### config.mk
export PLATFORM = sky130hd
export DESIGN_NAME = bsg_cgol_input_deser
export DESIGN_NICKNAME = d
export VERILOG_FILES = /design/src/rtl/bsg_cgol_pkg.sv /design/src/rtl/bsg_cgol_word_assembler.sv /design/src/rtl/bsg_cgol_input_deser.sv
export SDC_FILE = /design/constraint.sdc
export NUM_CORES = 2
export LEC_CHECK = 0
export BUFFER_PORTS_ARGS = -buffer_cell sky130_fd_sc_hd__clkbuf_2
export CORE_AREA = 10 10 427 429
export CTS_BUF_LIST = sky130_fd_sc_hd__clkbuf_4 sky130_fd_sc_hd__clkbuf_8 sky130_fd_sc_hd__clkbuf_16
export DETAILED_ROUTE_END_ITERATION = 10
export DIE_AREA = 0 0 437 439
export PLACE_DENSITY_LB_ADDON = 0.1
export SLEW_MARGIN = 40
export SYNTH_ARGS = -nofsm -noshare
export SYNTH_HDL_FRONTEND = slang
export SYNTH_SLANG_ARGS = --single-unit
### constraint.sdc
create_clock -name clk_i -period 4.5 [get_ports clk_i]
set_input_delay 0.45 -clock clk_i [delete_from_list [all_inputs] [get_ports clk_i]]
set_output_delay 0.45 -clock clk_i [all_outputs]
set_load 0.01 [all_outputs]
### src/rtl/bsg_cgol_pkg.sv
// ---------------------------------------------------------------------------
// bsg_cgol_pkg
// Shared definitions for the CGOL accelerator front end.
//   - deser_state_e    : input deserializer state (header, body, full)
//   - hdr_frames_lsb_gp: bit position of the frame count inside a header word
//   - safe_clog2       : ceil(log2(x)) that never returns 0, so a counter
//                        sized from it always has at least one bit
// ---------------------------------------------------------------------------
package bsg_cgol_pkg;

   // The frame count occupies the low bits of the header word; anything above
   // the frame-count field is ignored.
   localparam int hdr_frames_lsb_gp = 0;

   typedef enum logic [1:0] {
      e_header = 2'd0,
      e_body   = 2'd1,
      e_full   = 2'd2
   } deser_state_e;

   function automatic int safe_clog2(input int x);
      return (x <= 1) ? 1 : $clog2(x);
   endfunction

endpackage

### src/rtl/bsg_cgol_word_assembler.sv
// ---------------------------------------------------------------------------
// bsg_cgol_word_assembler
// Register array holding a board image that is filled one data word at a
// time. Word k lands in board bits [k*data_width_p +: data_width_p]; the
// final word is truncated to whatever board bits remain.
// Ports:
//   clk_i    - clock
//   reset_i  - synchronous active-high clear of the whole board
//   w_v_i    - write enable for the word selected by w_idx_i
//   w_idx_i  - word index, 0..words_lp-1
//   data_i   - word to write
//   board_o  - registered board image
// ---------------------------------------------------------------------------
module bsg_cgol_word_assembler
   import bsg_cgol_pkg::*;
#(
   parameter int data_width_p  = 64,
   parameter int board_bits_lp = 1024,
   localparam int words_lp     = (board_bits_lp + data_width_p - 1) / data_width_p,
   localparam int idx_width_lp = safe_clog2(words_lp)
) (
   input  logic                     clk_i,
   input  logic                     reset_i,
   input  logic                     w_v_i,
   input  logic [idx_width_lp-1:0]  w_idx_i,
   input  logic [data_width_p-1:0]  data_i,
   output logic [board_bits_lp-1:0] board_o
);

   logic [board_bits_lp-1:0] board_r;

   // One register slice per word. The last slice may be narrower than a full
   // word, in which case only the low bits of data_i are kept.
   for (genvar k = 0; k < words_lp; k++) begin : g_word
      localparam int lo_lp = k * data_width_p;
      localparam int hi_lp = ((lo_lp + data_width_p) > board_bits_lp)
                             ? board_bits_lp : (lo_lp + data_width_p);
      localparam int w_lp  = hi_lp - lo_lp;

      always_ff @(posedge clk_i) begin
         if (reset_i) begin
            board_r[hi_lp-1:lo_lp] <= '0;
         end else if (w_v_i && (w_idx_i == idx_width_lp'(k))) begin
            board_r[hi_lp-1:lo_lp] <= data_i[w_lp-1:0];
         end
      end
   end

   assign board_o = board_r;

endmodule

### src/rtl/bsg_cgol_input_deser.sv
// ---------------------------------------------------------------------------
// bsg_cgol_input_deser
// Collects a game request (one header word followed by the board body words)
// from a narrow ready/valid stream and presents the assembled board plus the
// frame count on a single ready/valid handshake.
// Ports:
//   clk_i, reset_i - clock, synchronous active-high reset
//   data_i, v_i    - upstream word and its valid
//   ready_o        - a word can be accepted (high unless a request is held)
//   board_o        - assembled board, cell (r,c) at bit r*board_width_p+c
//   frames_o       - frame count from the header
//   v_o, ready_i   - downstream request valid / accept
// Configuration:
//   BSG_CGOL_DESER_CLAMP_EN - when defined, header frame counts above
//   max_game_length_p are saturated to max_game_length_p.
// ---------------------------------------------------------------------------
module bsg_cgol_input_deser
   import bsg_cgol_pkg::*;
#(
   parameter int board_width_p     = 32,
   parameter int max_game_length_p = 1024,
   parameter int data_width_p      = 64,
   localparam int game_len_width_lp = safe_clog2(max_game_length_p + 1),
   localparam int board_bits_lp     = board_width_p * board_width_p,
   localparam int body_words_lp     = (board_bits_lp + data_width_p - 1) / data_width_p,
   localparam int cnt_width_lp      = safe_clog2(body_words_lp)
) (
   input  logic                         clk_i,
   input  logic                         reset_i,
   input  logic [data_width_p-1:0]      data_i,
   input  logic                         v_i,
   output logic                         ready_o,
   output logic [board_bits_lp-1:0]     board_o,
   output logic [game_len_width_lp-1:0] frames_o,
   output logic                         v_o,
   input  logic                         ready_i
);

   deser_state_e                 state_r;
   logic [cnt_width_lp-1:0]      cnt_r;
   logic [game_len_width_lp-1:0] frames_r;
   logic [game_len_width_lp-1:0] hdr_raw;
   logic [game_len_width_lp-1:0] hdr_frames;
   logic                         accept;
   logic                         last_word;

   // Handshake outputs depend on the registered state only, so there is no
   // combinational path from ready_i or v_i to either of them.
   assign ready_o = (state_r != e_full);
   assign v_o     = (state_r == e_full);
   assign accept  = v_i & ready_o;

   assign last_word = (cnt_r == cnt_width_lp'(body_words_lp - 1));

   // Frame count from the header word, optionally saturated before it is
   // registered.
   assign hdr_raw = data_i[hdr_frames_lsb_gp +: game_len_width_lp];
`ifdef BSG_CGOL_DESER_CLAMP_EN
   assign hdr_frames = (hdr_raw > game_len_width_lp'(max_game_length_p))
                       ? game_len_width_lp'(max_game_length_p) : hdr_raw;
`else
   assign hdr_frames = hdr_raw;
`endif

   // Request sequencer: header word, then body words counted by cnt_r, then
   // hold the full request until downstream takes it. The counter stops at
   // the last index instead of wrapping; the next header clears it.
   always_ff @(posedge clk_i) begin
      if (reset_i) begin
         state_r  <= e_header;
         cnt_r    <= '0;
         frames_r <= '0;
      end else begin
         case (state_r)
            e_header: begin
               if (accept) begin
                  frames_r <= hdr_frames;
                  cnt_r    <= '0;
                  state_r  <= e_body;
               end
            end
            e_body: begin
               if (accept) begin
                  if (last_word) begin
                     state_r <= e_full;
                  end else begin
                     cnt_r <= cnt_r + cnt_width_lp'(1);
                  end
               end
            end
            e_full: begin
               if (ready_i) begin
                  state_r <= e_header;
               end
            end
            default: begin
               state_r <= e_header;
            end
         endcase
      end
   end

   assign frames_o = frames_r;

   bsg_cgol_word_assembler #(
      .data_width_p  (data_width_p),
      .board_bits_lp (board_bits_lp)
   ) assembler (
      .clk_i   (clk_i),
      .reset_i (reset_i),
      .w_v_i   (accept && (state_r == e_body)),
      .w_idx_i (cnt_r),
      .data_i  (data_i),
      .board_o (board_o)
   );

endmodule

==> results.sh <==
export IMPL_grt_pass1_vias=29900
export IMPL_dieWidth_um=437
export IMPL_fmax_ghz=0.323
export IMPL_seq_area_frac_synth=0.514
export IMPL_grt_overflow_total=0
export IMPL_ctsLongestPathBuffers=3
export IMPL_wl_per_cell_um=27.9
export IMPL_grt_pass1_wl_mm=263
export IMPL_setup_tns_ns=0
export IMPL_rows=153
export IMPL_crit_path_end="assembler.board_o[45]"
export IMPL_clk_latency_ns=0.79
export IMPL_die_area_um2=192000
export IMPL_nNetsFinal=4664
export IMPL_final_cells=7006
export IMPL_post_cts_buffers=0
export IMPL_syn_to_final_growth_pct=29.6
export IMPL_path_class="flop to flop"
export IMPL_netlist_area_um2=40600
export IMPL_coreArea_um2=173000
export IMPL_drive_gt1_frac=0.313
export IMPL_synth_cell_types=29
export IMPL_synthFlopType="dfxtp_1"
export IMPL_yosys_warnings=0
export IMPL_whs_ns=0.187
export IMPL_synth_edf_count=0
export IMPL_fin_area_um2=52600
export IMPL_ir_drop_v=0.000327
export IMPL_r2r_start="state_r[0]"
export IMPL_pin_count=1105
export IMPL_worst_pin_slew_ns=0.845
export IMPL_netlist_instances=3616
export IMPL_vias_per_cell=4.17
export IMPL_dpl_cell_count=6770
export IMPL_post_route_period_util=0.689
export IMPL_finalHoldViolations=0
export IMPL_die_h_um=439
export IMPL_status="completed"
export IMPL_syn_nets=3689
export IMPL_dp_hpwl_mm=136
export IMPL_finalClockSkew_ns=0.0297
export IMPL_cp_required_ns=5.13
export IMPL_setup_ws_ns=1.40
export IMPL_cts_root_buffer="clkbuf_16"
export IMPL_dr_pass1_iters=4
export IMPL_drc=0
export IMPL_numPortBuffers=1104
export IMPL_power_density_nw_per_um2=399
export IMPL_cp_start_kind="flop"
export IMPL_n_fill_cell=18200
export IMPL_vias=29200
export IMPL_worst_ep_arrival_time_ns=3.73
export IMPL_rsz0062_at_grt="false"
export IMPL_p_leak_nw=27.5
export IMPL_power_total_mw=21.0
export IMPL_period_needed_ns=3.10
export IMPL_r2r_cells=4
export IMPL_dpl_worst_slack_ns=1.36
export IMPL_ys_ff_latch=1041
export IMPL_drv_cap=0
export IMPL_grt_max_degree=171
export IMPL_cts_sinks=1041
export IMPL_wirelength_mm=196
export IMPL_crit_start="state_r[0]"
export IMPL_syn_area_per_cell_um2=11.2
export IMPL_rr_endpoint="assembler.board_o[45]"
export IMPL_multi_input_area_um2=17900
export IMPL_crit_fanout=43
export IMPL_gp_congestion=0.751
export IMPL_hold_class="input pin to flop"
export IMPL_tritoncts="yes"
export IMPL_rrSetupSlack_ns=1.40
export IMPL_dpl_cell_area_um2=48100
export IMPL_regArea_um2=20800
export IMPL_ant_nets=0
export IMPL_setup_viol=0
export IMPL_drt_iter0_drc=1385
export IMPL_clk_pin_slew_ns=0.06
export IMPL_htreeDepth=4
export IMPL_cts_buffers=131
export IMPL_cp_end_kind="flop"
export IMPL_antenna_found_initial=4
export IMPL_start_util=0.234
export IMPL_slew_headroom=0.436
export IMPL_drv_slew=0
export IMPL_cts_repair_resized=0
export IMPL_grtUsageTotal=0.194
export IMPL_final_core_util=0.303
export IMPL_synthArstFlopShare=0
==> area by class of cell <==
cell class	instances	area share
Antenna cell	1	0.0000476
Clock buffer	193	0.0742
Sequential cell	1041	0.396
Timing Repair Buffer	1214	0.125
Tap cell	2325	0.0553
Multi-Input combinational cell	2200	0.340
Inverter	3	0.000214
Clock inverter	29	0.00854
==> report_power, final <==
| group | switching [mW] | internal (mW) |
|---|---|---|
| registers | 0.0273 | 9.26 |
| logic | 0.602 | 0.311 |
| clock network | 4.42 | 6.34 |
| total | 5.05 | 15.9 |
==> per-layer routing <==
layer  global-route usage  up-vias  wire length, µm
met3               0.0594      231            12000
li1                     -    13800                -
met1                0.208    14400            74700
met5                    0        -               13
met2                0.356      787           101000
met4               0.0723        2             7290
==> sequential cells by signal (all words and copies together) (netlist names) <==
| register | count |
|---|---|
| state_r | 2 |
| cnt_r | 4 |
| frames_o | 11 |
| assembler.board_o | 1024 |
==> worst max-delay path, stage by stage (launching register included) <==
cell and delay [ns]:
dfxtp_1 0.82, nor4b_4 0.70, nand3_4 0.59, buf_12 0.42, mux2i_1 0.22
==> cell usage after synthesis, types with 2 or more instances <==
cell type  number  area (µm²)
nand2_1        12        45.0
and3_1          2        12.5
and4_1          2        17.5
dfxtp_1      1041       20800
clkbuf_1      186         698
mux2i_1      1025       10300
nand3_1        17        85.1
ha_1            5        62.6
nand4_1         2        12.5
a21oi_1        15        75.1
buf_2          85         425
nand2b_1     1090        6820
buf_6          66         743
nor2b_1         4        25.0
buf_4          33         248
o21ai_0        16        80.1
inv_1           3        11.3
==> timing repair <==
action | 4_1_cts | 5_1_grt
endpoints found under the setup margin | 0 | 0
endpoints found under the hold margin | 17 | 0
hold buffers | 13 | 0
==> kinds of logic (layout without fill, tap and decap cells) <==
logic type	count (synthesis)	in the layout	synth area share
AOI/OAI and AO/OA	32	32	0.00404
adders and majority gates	5	5	0.00154
buffers and inverters	375	1439	0.0526
DFF	1041	1041	0.514
muxes	1025	1025	0.253
other	0	1	0
and+or+nand+nor	1138	1138	0.175
==> worst min path at each step <==
stage / from / slack, ns / cells after the start / endpoint
after CTS: data_i[11] / 0.1 / 3 / assembler.board_o[523]
after global placement: assembler.board_o[204] / 0.46 / 2 / assembler.board_o[204]
final: data_i[11] / 0.19 / 3 / assembler.board_o[523]
after global routing: data_i[11] / 0.15 / 3 / assembler.board_o[395]
after floorplan: assembler.board_o[210] / 0.49 / 2 / assembler.board_o[210]
after detailed placement: assembler.board_o[205] / 0.46 / 2 / assembler.board_o[205]
==> cells in the final DEF, fill, tap and decap left out, types with 3 or more instances in the layout <==
cell type      synthesis  final
dlygate4sd3_1          0     13
nand2b_2               0     14
nand2b_1            1090   1069
nand2b_4               0      7
clkbuf_4               0     41
clkinv_2               0      8
inv_16                 0      3
nor2b_1                4      4
bufinv_16              0      5
clkinv_8               0      6
inv_1                  3      3
inv_6                  0      3
nand3_4                0     16
clkbuf_2               1   1102
a21oi_1               15     15
buf_12                 0     14
buf_4                 33     81
mux2i_1             1025   1025
clkbuf_16              0    133
clkbuf_8               0     20
nand2_1               12     12
o21ai_0               16     16
ha_1                   5      5
dfxtp_1             1041   1041
(Power assumes the default switching activity.)
